$ cat src/rtl/proc_pkg.sv
// Shared constants for the multicycle core: opcodes, ALU funcs, field positions, FSM states.
package proc_pkg;

  localparam int INSTR_W = 32;

  localparam int OP_MSB  = 31;
  localparam int OP_LSB  = 27;
  localparam int FN_MSB  = 26;
  localparam int FN_LSB  = 23;
  localparam int RS1_MSB = 22;
  localparam int RS1_LSB = 19;
  localparam int RS2_MSB = 18;
  localparam int RS2_LSB = 15;
  localparam int RD_MSB  = 14;
  localparam int RD_LSB  = 11;
  localparam int IMM_MSB = 14;
  localparam int IMM_LSB = 0;

  localparam logic [4:0] OP_AR   = 5'b00000;
  localparam logic [4:0] OP_ARI  = 5'b00001;
  localparam logic [4:0] OP_LD   = 5'b00010;
  localparam logic [4:0] OP_ST   = 5'b00011;
  localparam logic [4:0] OP_BZ   = 5'b00100;
  localparam logic [4:0] OP_HALT = 5'b11111;

  localparam logic [3:0] FN_ADD = 4'd0;
  localparam logic [3:0] FN_SUB = 4'd1;
  localparam logic [3:0] FN_AND = 4'd2;
  localparam logic [3:0] FN_OR  = 4'd3;
  localparam logic [3:0] FN_XOR = 4'd4;
  localparam logic [3:0] FN_SLT = 4'd5;
  localparam logic [3:0] FN_SLL = 4'd6;
  localparam logic [3:0] FN_SRL = 4'd7;

  typedef enum logic [2:0] {
    FETCH  = 3'd0,
    DECODE = 3'd1,
    EXEC   = 3'd2,
    MEM    = 3'd3,
    WB     = 3'd4,
    HALT   = 3'd5
  } state_e;

endpackage

$ cat src/rtl/proc_regfile.sv
// Register file: two async read ports, one sync write port, R0 hardwired to zero.
module proc_regfile
  import proc_pkg::*;
#(
  parameter int NREGS  = 16,
  parameter int DATA_W = 32,
  localparam int AW    = $clog2(NREGS)
) (
  input  logic              clk,
  input  logic              rst_n,
  input  logic              we,
  input  logic [AW-1:0]     waddr,
  input  logic [DATA_W-1:0] wdata,
  input  logic [AW-1:0]     raddr1,
  input  logic [AW-1:0]     raddr2,
  output logic [DATA_W-1:0] rdata1,
  output logic [DATA_W-1:0] rdata2
);

  logic [NREGS-1:0][DATA_W-1:0] regs_q, regs_d;

  always_comb begin
    regs_d = regs_q;
    if (we) regs_d[waddr] = wdata;
    regs_d[0] = '0;
  end

  always_ff @(posedge clk) begin
    if (!rst_n) regs_q <= '0;
    else        regs_q <= regs_d;
  end

  assign rdata1 = regs_q[raddr1];
  assign rdata2 = regs_q[raddr2];

endmodule

$ cat src/rtl/proc_multicycle.sv
// Multicycle core: FETCH/DECODE/EXEC/MEM/WB FSM sharing one memory port with ready handshake.
module proc_multicycle
  import proc_pkg::*;
#(
  parameter int                DATA_W   = 32,
  parameter int                NREGS    = 16,
  parameter logic [DATA_W-1:0] RESET_PC = '0
) (
  input  logic              CLK,
  input  logic              RESET,
  output logic              mem_req,
  output logic              mem_we,
  output logic [DATA_W-1:0] mem_addr,
  output logic [DATA_W-1:0] mem_wdata,
  input  logic [DATA_W-1:0] mem_rdata,
  input  logic              mem_ready,
  output logic [DATA_W-1:0] pc,
  output logic              retire,
  output logic              halted,
  output logic              err
);

  localparam int AW  = $clog2(NREGS);
  localparam int SHW = $clog2(DATA_W);

  state_e              state_q, state_d;
  logic [INSTR_W-1:0]  ir_q, ir_d;
  logic [DATA_W-1:0]   a_q, a_d, b_q, b_d;
  logic [DATA_W-1:0]   res_q, res_d, mdr_q, mdr_d;
  logic [DATA_W-1:0]   pc_q, pc_d;
  logic                err_q, err_d;

  logic [4:0]          op;
  logic [3:0]          fn, rs1, rs2, rd;
  logic [DATA_W-1:0]   imm_ext;
  logic [DATA_W-1:0]   alu_y;
  logic                alu_ill;
  logic [DATA_W-1:0]   rf_rdata1, rf_rdata2, rf_wdata;
  logic [AW-1:0]       rf_waddr;
  logic                rf_we;

  assign op      = ir_q[OP_MSB:OP_LSB];
  assign fn      = ir_q[FN_MSB:FN_LSB];
  assign rs1     = ir_q[RS1_MSB:RS1_LSB];
  assign rs2     = ir_q[RS2_MSB:RS2_LSB];
  assign rd      = ir_q[RD_MSB:RD_LSB];
  assign imm_ext = {{(DATA_W-15){ir_q[IMM_MSB]}}, ir_q[IMM_MSB:IMM_LSB]};

  // AR writes rd, ARI/LD write the rd_i field that shares bits with rs2
  assign rf_we    = (state_q == WB);
  assign rf_waddr = (op == OP_AR) ? rd[AW-1:0] : rs2[AW-1:0];
  assign rf_wdata = (op == OP_LD) ? mdr_q : res_q;

  proc_regfile #(.NREGS(NREGS), .DATA_W(DATA_W)) u_rf (
    .clk    (CLK),
    .rst_n  (RESET),
    .we     (rf_we),
    .waddr  (rf_waddr),
    .wdata  (rf_wdata),
    .raddr1 (rs1[AW-1:0]),
    .raddr2 (rs2[AW-1:0]),
    .rdata1 (rf_rdata1),
    .rdata2 (rf_rdata2)
  );

  always_comb begin
    alu_y   = '0;
    alu_ill = 1'b0;
    case (fn)
      FN_ADD:  alu_y = a_q + b_q;
      FN_SUB:  alu_y = a_q - b_q;
      FN_AND:  alu_y = a_q & b_q;
      FN_OR:   alu_y = a_q | b_q;
      FN_XOR:  alu_y = a_q ^ b_q;
      FN_SLT:  alu_y = {{(DATA_W-1){1'b0}}, ($signed(a_q) < $signed(b_q))};
      FN_SLL:  alu_y = a_q << b_q[SHW-1:0];
      FN_SRL:  alu_y = a_q >> b_q[SHW-1:0];
      default: alu_ill = 1'b1;
    endcase
  end

  always_ff @(posedge CLK) begin
    if (!RESET) begin
      state_q <= FETCH;
      ir_q    <= '0;
      a_q     <= '0;
      b_q     <= '0;
      res_q   <= '0;
      mdr_q   <= '0;
      pc_q    <= RESET_PC;
      err_q   <= 1'b0;
    end else begin
      state_q <= state_d;
      ir_q    <= ir_d;
      a_q     <= a_d;
      b_q     <= b_d;
      res_q   <= res_d;
      mdr_q   <= mdr_d;
      pc_q    <= pc_d;
      err_q   <= err_d;
    end
  end

  always_comb begin
    state_d = state_q;
    ir_d    = ir_q;
    a_d     = a_q;
    b_d     = b_q;
    res_d   = res_q;
    mdr_d   = mdr_q;
    pc_d    = pc_q;
    err_d   = err_q;
    case (state_q)
      FETCH: if (mem_ready) begin
        ir_d    = INSTR_W'(mem_rdata);
        state_d = DECODE;
      end
      DECODE: begin
        a_d     = rf_rdata1;
        b_d     = rf_rdata2;
        state_d = EXEC;
      end
      EXEC: begin
        pc_d = pc_q + DATA_W'(1);
        case (op)
          OP_AR: begin
            if (alu_ill) begin
              err_d   = 1'b1;
              state_d = HALT;
            end else begin
              res_d   = alu_y;
              state_d = WB;
            end
          end
          OP_ARI: begin
            res_d   = a_q + imm_ext;
            state_d = WB;
          end
          OP_LD, OP_ST: begin
            res_d   = a_q + imm_ext;
            state_d = MEM;
          end
          OP_BZ: begin
            if (a_q == '0) pc_d = pc_q + DATA_W'(1) + imm_ext;
            state_d = FETCH;
          end
          OP_HALT: state_d = HALT;
          default: begin
            err_d   = 1'b1;
            state_d = HALT;
          end
        endcase
      end
      MEM: if (mem_ready) begin
        mdr_d   = mem_rdata;
        state_d = (op == OP_LD) ? WB : FETCH;
      end
      WB:      state_d = FETCH;
      HALT:    state_d = HALT;
      default: state_d = FETCH;
    endcase
  end

  // RESET gating drops any pending access in the same cycle reset is applied
  always_comb begin
    mem_req   = RESET && ((state_q == FETCH) || (state_q == MEM));
    mem_we    = RESET && (state_q == MEM) && (op == OP_ST);
    mem_addr  = (state_q == MEM) ? res_q : pc_q;
    mem_wdata = b_q;
    retire    = RESET && ((state_q == WB) ||
                          ((state_q == MEM) && (op == OP_ST) && mem_ready) ||
                          ((state_q == EXEC) && (op == OP_BZ)));
    halted    = (state_q == HALT);
    err       = err_q;
    pc        = pc_q;
  end

endmodule

$ cat config.mk
export PLATFORM = sky130hd
export DESIGN_NAME = proc_multicycle
export DESIGN_NICKNAME = d
export VERILOG_FILES = /design/src/rtl/proc_pkg.sv /design/src/rtl/proc_regfile.sv /design/src/rtl/proc_multicycle.sv
export SDC_FILE = /design/constraint.sdc
export NUM_CORES = 2
export LEC_CHECK = 0
export ABC_CLOCK_PERIOD_IN_PS = 5250
export BUFFER_PORTS_ARGS = -buffer_cell sky130_fd_sc_hd__buf_4
export CORE_MARGIN = 2
export CORE_UTILIZATION = 55
export DETAILED_ROUTE_END_ITERATION = 12
export MAX_ROUTING_LAYER = met4
export PLACE_DENSITY_LB_ADDON = 0.1
export SLEW_MARGIN = 20
export SYNTH_ARGS = -nofsm -noshare
export SYNTH_HDL_FRONTEND = slang
export SYNTH_SLANG_ARGS = --single-unit
$ cat constraint.sdc
create_clock -name CLK -period 5.25 [get_ports CLK]
set_input_delay 0 -clock CLK [delete_from_list [all_inputs] [get_ports CLK]]
set_output_delay 0 -clock CLK [all_outputs]
set_load 0.01 [all_outputs]
==> flow_metrics.env <==
export IMPL_outcome="finished, final reports clean"
export IMPL_tritoncts="built"
export IMPL_insertion_delay_ps=670
export IMPL_worstHoldPathCells=4
export IMPL_timing_critical_path_slowest_stage_cell="or3_4"
export IMPL_htreeDepth=3
export IMPL_postSynthCellCount=4906
export IMPL_clock_skew_final_ps=33.2
export IMPL_drive_above_1_share_pct=17.0
export IMPL_cts_setup_buffers=0
export IMPL_crit_reg2reg_capture="pc[31]"
export IMPL_post_layout_total_power_uw=14400
export IMPL_portBuffers=135
export IMPL_vdd_drop_max_mv=0.276
export IMPL_post_route_drc_count=0
export IMPL_wire_length_per_cell_microns=27.9
export IMPL_power_leakage_uw=0.0167
export IMPL_synth_area_per_cell_sq_um=8.87
export IMPL_layout_cells_non_filler=5950
export IMPL_netlist_area_sq_um=43500
export IMPL_grt_overflow_total=0
export IMPL_timing_reg2reg_worst_path_depth=17
export IMPL_pin_count=136
export IMPL_hold_end="mdr_q[22]"
export IMPL_via_per_inst=6.75
export IMPL_area_delta_synth_final_pct=11.2
export IMPL_timing_worst_setup_path_type="reg -> reg"
export IMPL_layout_common_cells="nor2_1 (759), dfxtp_1 (663), a211oi_1 (586)"
export IMPL_synth_compound_area_share_pct=23.2
export IMPL_worst_path_most_repeated_cell="mux2i_1"
export IMPL_chipHeight_microns=285
export IMPL_timing_setup_tns_ps=0
export IMPL_synth_simple_area_share_pct=13.8
export IMPL_grt_start_max_net_pins=218
export IMPL_worst_hold_slack_after_final_layout_ps=166
export IMPL_place_inst=5761
export IMPL_ctsLongestPathBuffers=3
export IMPL_ys_seq_elements=676
export IMPL_cts_root_buffer_cell="clkbuf_16"
export IMPL_timing_fmax_mhz=221
export IMPL_number_of_gates_resized_after_cts=0
export IMPL_family_with_the_most_delay_on_the_worst_path="simple AND/OR/NAND/NOR gates"
export IMPL_yosys_most_used_dff="dfxtp_1"
export IMPL_setup_worst_path_end_class="flop"
export IMPL_synth_sequential_area_ratio_pct=31.1
export IMPL_die_width_microns=285
export IMPL_power_density_nw_per_um2=297
export IMPL_synthesis_yosys_warnings=0
export IMPL_route_vias_total=40200
export IMPL_startpoint_type="flop"
export IMPL_holdBufCountCts=36
export IMPL_synthMuxAreaShare_pct=19.1
export IMPL_final_common_cell="nor2_1"
export IMPL_grt_first_pass_wirelength_microns=247000
export IMPL_measured_slew_at_the_worst_slew_check_pin_ps=1190
export IMPL_detail_route_first_pass_iterations=6
export IMPL_worst_hold_startpoint="mem_rdata[22]"
export IMPL_crit_path_buffers_inverters=0
export IMPL_drv_cap=0
export IMPL_period_share_pct=86.1
export IMPL_cts_reportedPaths_clkPinSlew_ps=60
export IMPL_antenna_violations_before_repair=5
export IMPL_postSynthNetCount=5129
export IMPL_grt_usage_pct=41.1
export IMPL_synthXorXnorAreaFrac_pct=2.03
export IMPL_final_core_util_pct=61.5
export IMPL_totalWireLength_microns=166000
export IMPL_total_cts_buffers=79
export IMPL_detail_route_iter0_violations=4584
export IMPL_synth_edf_count=0
export IMPL_antenna_left=0
export IMPL_largest_family_of_logic_cells_by_synthesized_area="compound AO/OA/AOI/OAI gates"
export IMPL_rows=103
export IMPL_timing_critical_path_slowest_cell_delay_ps=500
export IMPL_final_hold_violation_count=0
export IMPL_worst_path_max_fanout=7
export IMPL_timing_max_transition_violations_final=0
export IMPL_crit_chain="ha_1 -> and3_4 -> nand3_4 -> or2_1 -> or3_4 -> nor2_1 -> xor2_1 -> ha_1 -> nand2_1 -> or3_1 -> o31ai_1 -> a21oi_1 -> o31ai_2 -> mux2i_1 -> nor2_1 -> mux2i_1 -> mux2i_1"
export IMPL_clkSinkCount=676
export IMPL_setup_reg_to_reg_worst_slack_ps=730
export IMPL_worst_slew_margin_rel_pct=20.4
export IMPL_routabilityCongestion=1.07
export IMPL_hpwlAfterDp_microns=114000
export IMPL_starting_density_pct=55.4
export IMPL_fin_nets=5051
export IMPL_setup_violations=0
export IMPL_timing_rr_start="pc[0]"
export IMPL_fillers=6893
export IMPL_ys_async_sr_fraction_pct=0
export IMPL_holdCritPathClass="in -> reg"
export IMPL_critical_path_required_ps=5830
export IMPL_unrepaired_setup_endpoints_after_global_routing="no"
export IMPL_core_region_area_sq_um=78600
export IMPL_ys_types=94
export IMPL_minimum_clock_period_after_layout_ps=4520
export IMPL_vias_in_the_first_global_route=37500
export IMPL_adder_cell_area_share_of_the_yosys_netlist_pct=5.47
export IMPL_dieArea_sq_um=81400
export IMPL_timing_critical_path_arrival_ps=5100
## where the power goes
| group | internal [uW] | total [uW] | switching, uW |
|---|---|---|---|
| Clock | 3300 | 5750 | 2450 |
| Sequential | 5230 | 5530 | 296 |
| Combinational | 1050 | 3090 | 2040 |
| Total | 9590 | 14400 | 4780 |
## logic make-up after synthesis
| logic type | after synthesis |
|---|---|
| AO/OA/AOI/OAI | 1484 |
| AND/OR/NAND/NOR | 1417 |
| buffers and inverters | 579 |
| adder cells (fa/ha/maj) | 188 |
| flip-flops | 676 |
| multiplexers | 462 |
| XOR/XNOR | 100 |
## through the flow
| stage | area (sq um) | worst slack, ps |
|---|---|---|
| after floorplan | 43500 | 1100 |
| after global placement | 45300 | 863 |
| after detailed placement | 45300 | 755 |
| after CTS | 48400 | 738 |
| after global routing | 48400 | 258 |
| final | 48400 | 729 |
## tightest hold or removal path, delay by kind of cell
kind                   cells  cell delay, ps
buffers and inverters      2             640
AO/OA/AOI/OAI              1             100
AND/OR/NAND/NOR            1              40
## worst max-delay path by stage
stage	startpoint	endpoint	slack, ps	cells past startpoint
after floorplan	pc[0]	pc[31]	1100	19
after global placement	pc[0]	pc[31]	860	17
after detailed placement	pc[0]	pc[31]	760	17
after CTS	pc[0]	pc[31]	740	17
after global routing	pc[0]	pc[29]	260	18
final	pc[0]	pc[31]	730	17
## layout make-up
cell class	instances	area, sq um	area share [%]
diodes	6	15.0	0.0310
inverters	123	469	0.970
repair buffers	297	2420	5.00
well taps	1050	1310	2.72
flip-flops and latches	676	13600	28.0
clock inverters	31	403	0.833
clock buffers	116	2320	4.79
multi-input cells	3651	27900	57.6
## Yosys cell counts, drive strengths merged, types with 11 or more instances
master	number	area, sq um
nor2	777	2920
dfxtp	676	13500
a211oi	588	4420
nand2	371	1390
clkbuf	345	1290
a21oi	298	1490
mux4	287	6460
o21ai	197	986
ha	184	2300
inv	122	458
buf	111	533
mux2i	90	901
mux2	85	957
a22o	66	578
xnor2	65	577
nand3	49	258
nor3	49	262
a21o	39	293
xor2	35	307
a31oi	34	213
a22oi	32	240
o211ai	30	225
nor2b	26	163
o31ai	26	205
o21bai	25	188
nand2b	22	138
or3	22	143
nand4	21	146
a221oi	20	175
nor4	19	125
o22ai	19	119
o21a	18	135
and2	13	81.3
a311oi	12	111
o221ai	11	96.3
## metal layers
metal / up-vias / part of all wire [%] / GRT usage [%]
met2: 2093 / 44 / 60.6
met4: 0 / 6.3 / 22.4
li1: 18100 / - / -
met5: - / 0 / -
met1: 19500 / 41 / 53.8
met3: 481 / 9.0 / 7.44
## registers in the layout (all words and copies together), names as in the netlist
signal,count
u_rf.regs_q,480
a_q,32
ir_q,32
mdr_q,32
mem_wdata,32
pc,32
res_q,32
state_q,3
err,1
(Power assumes the default switching activity.)
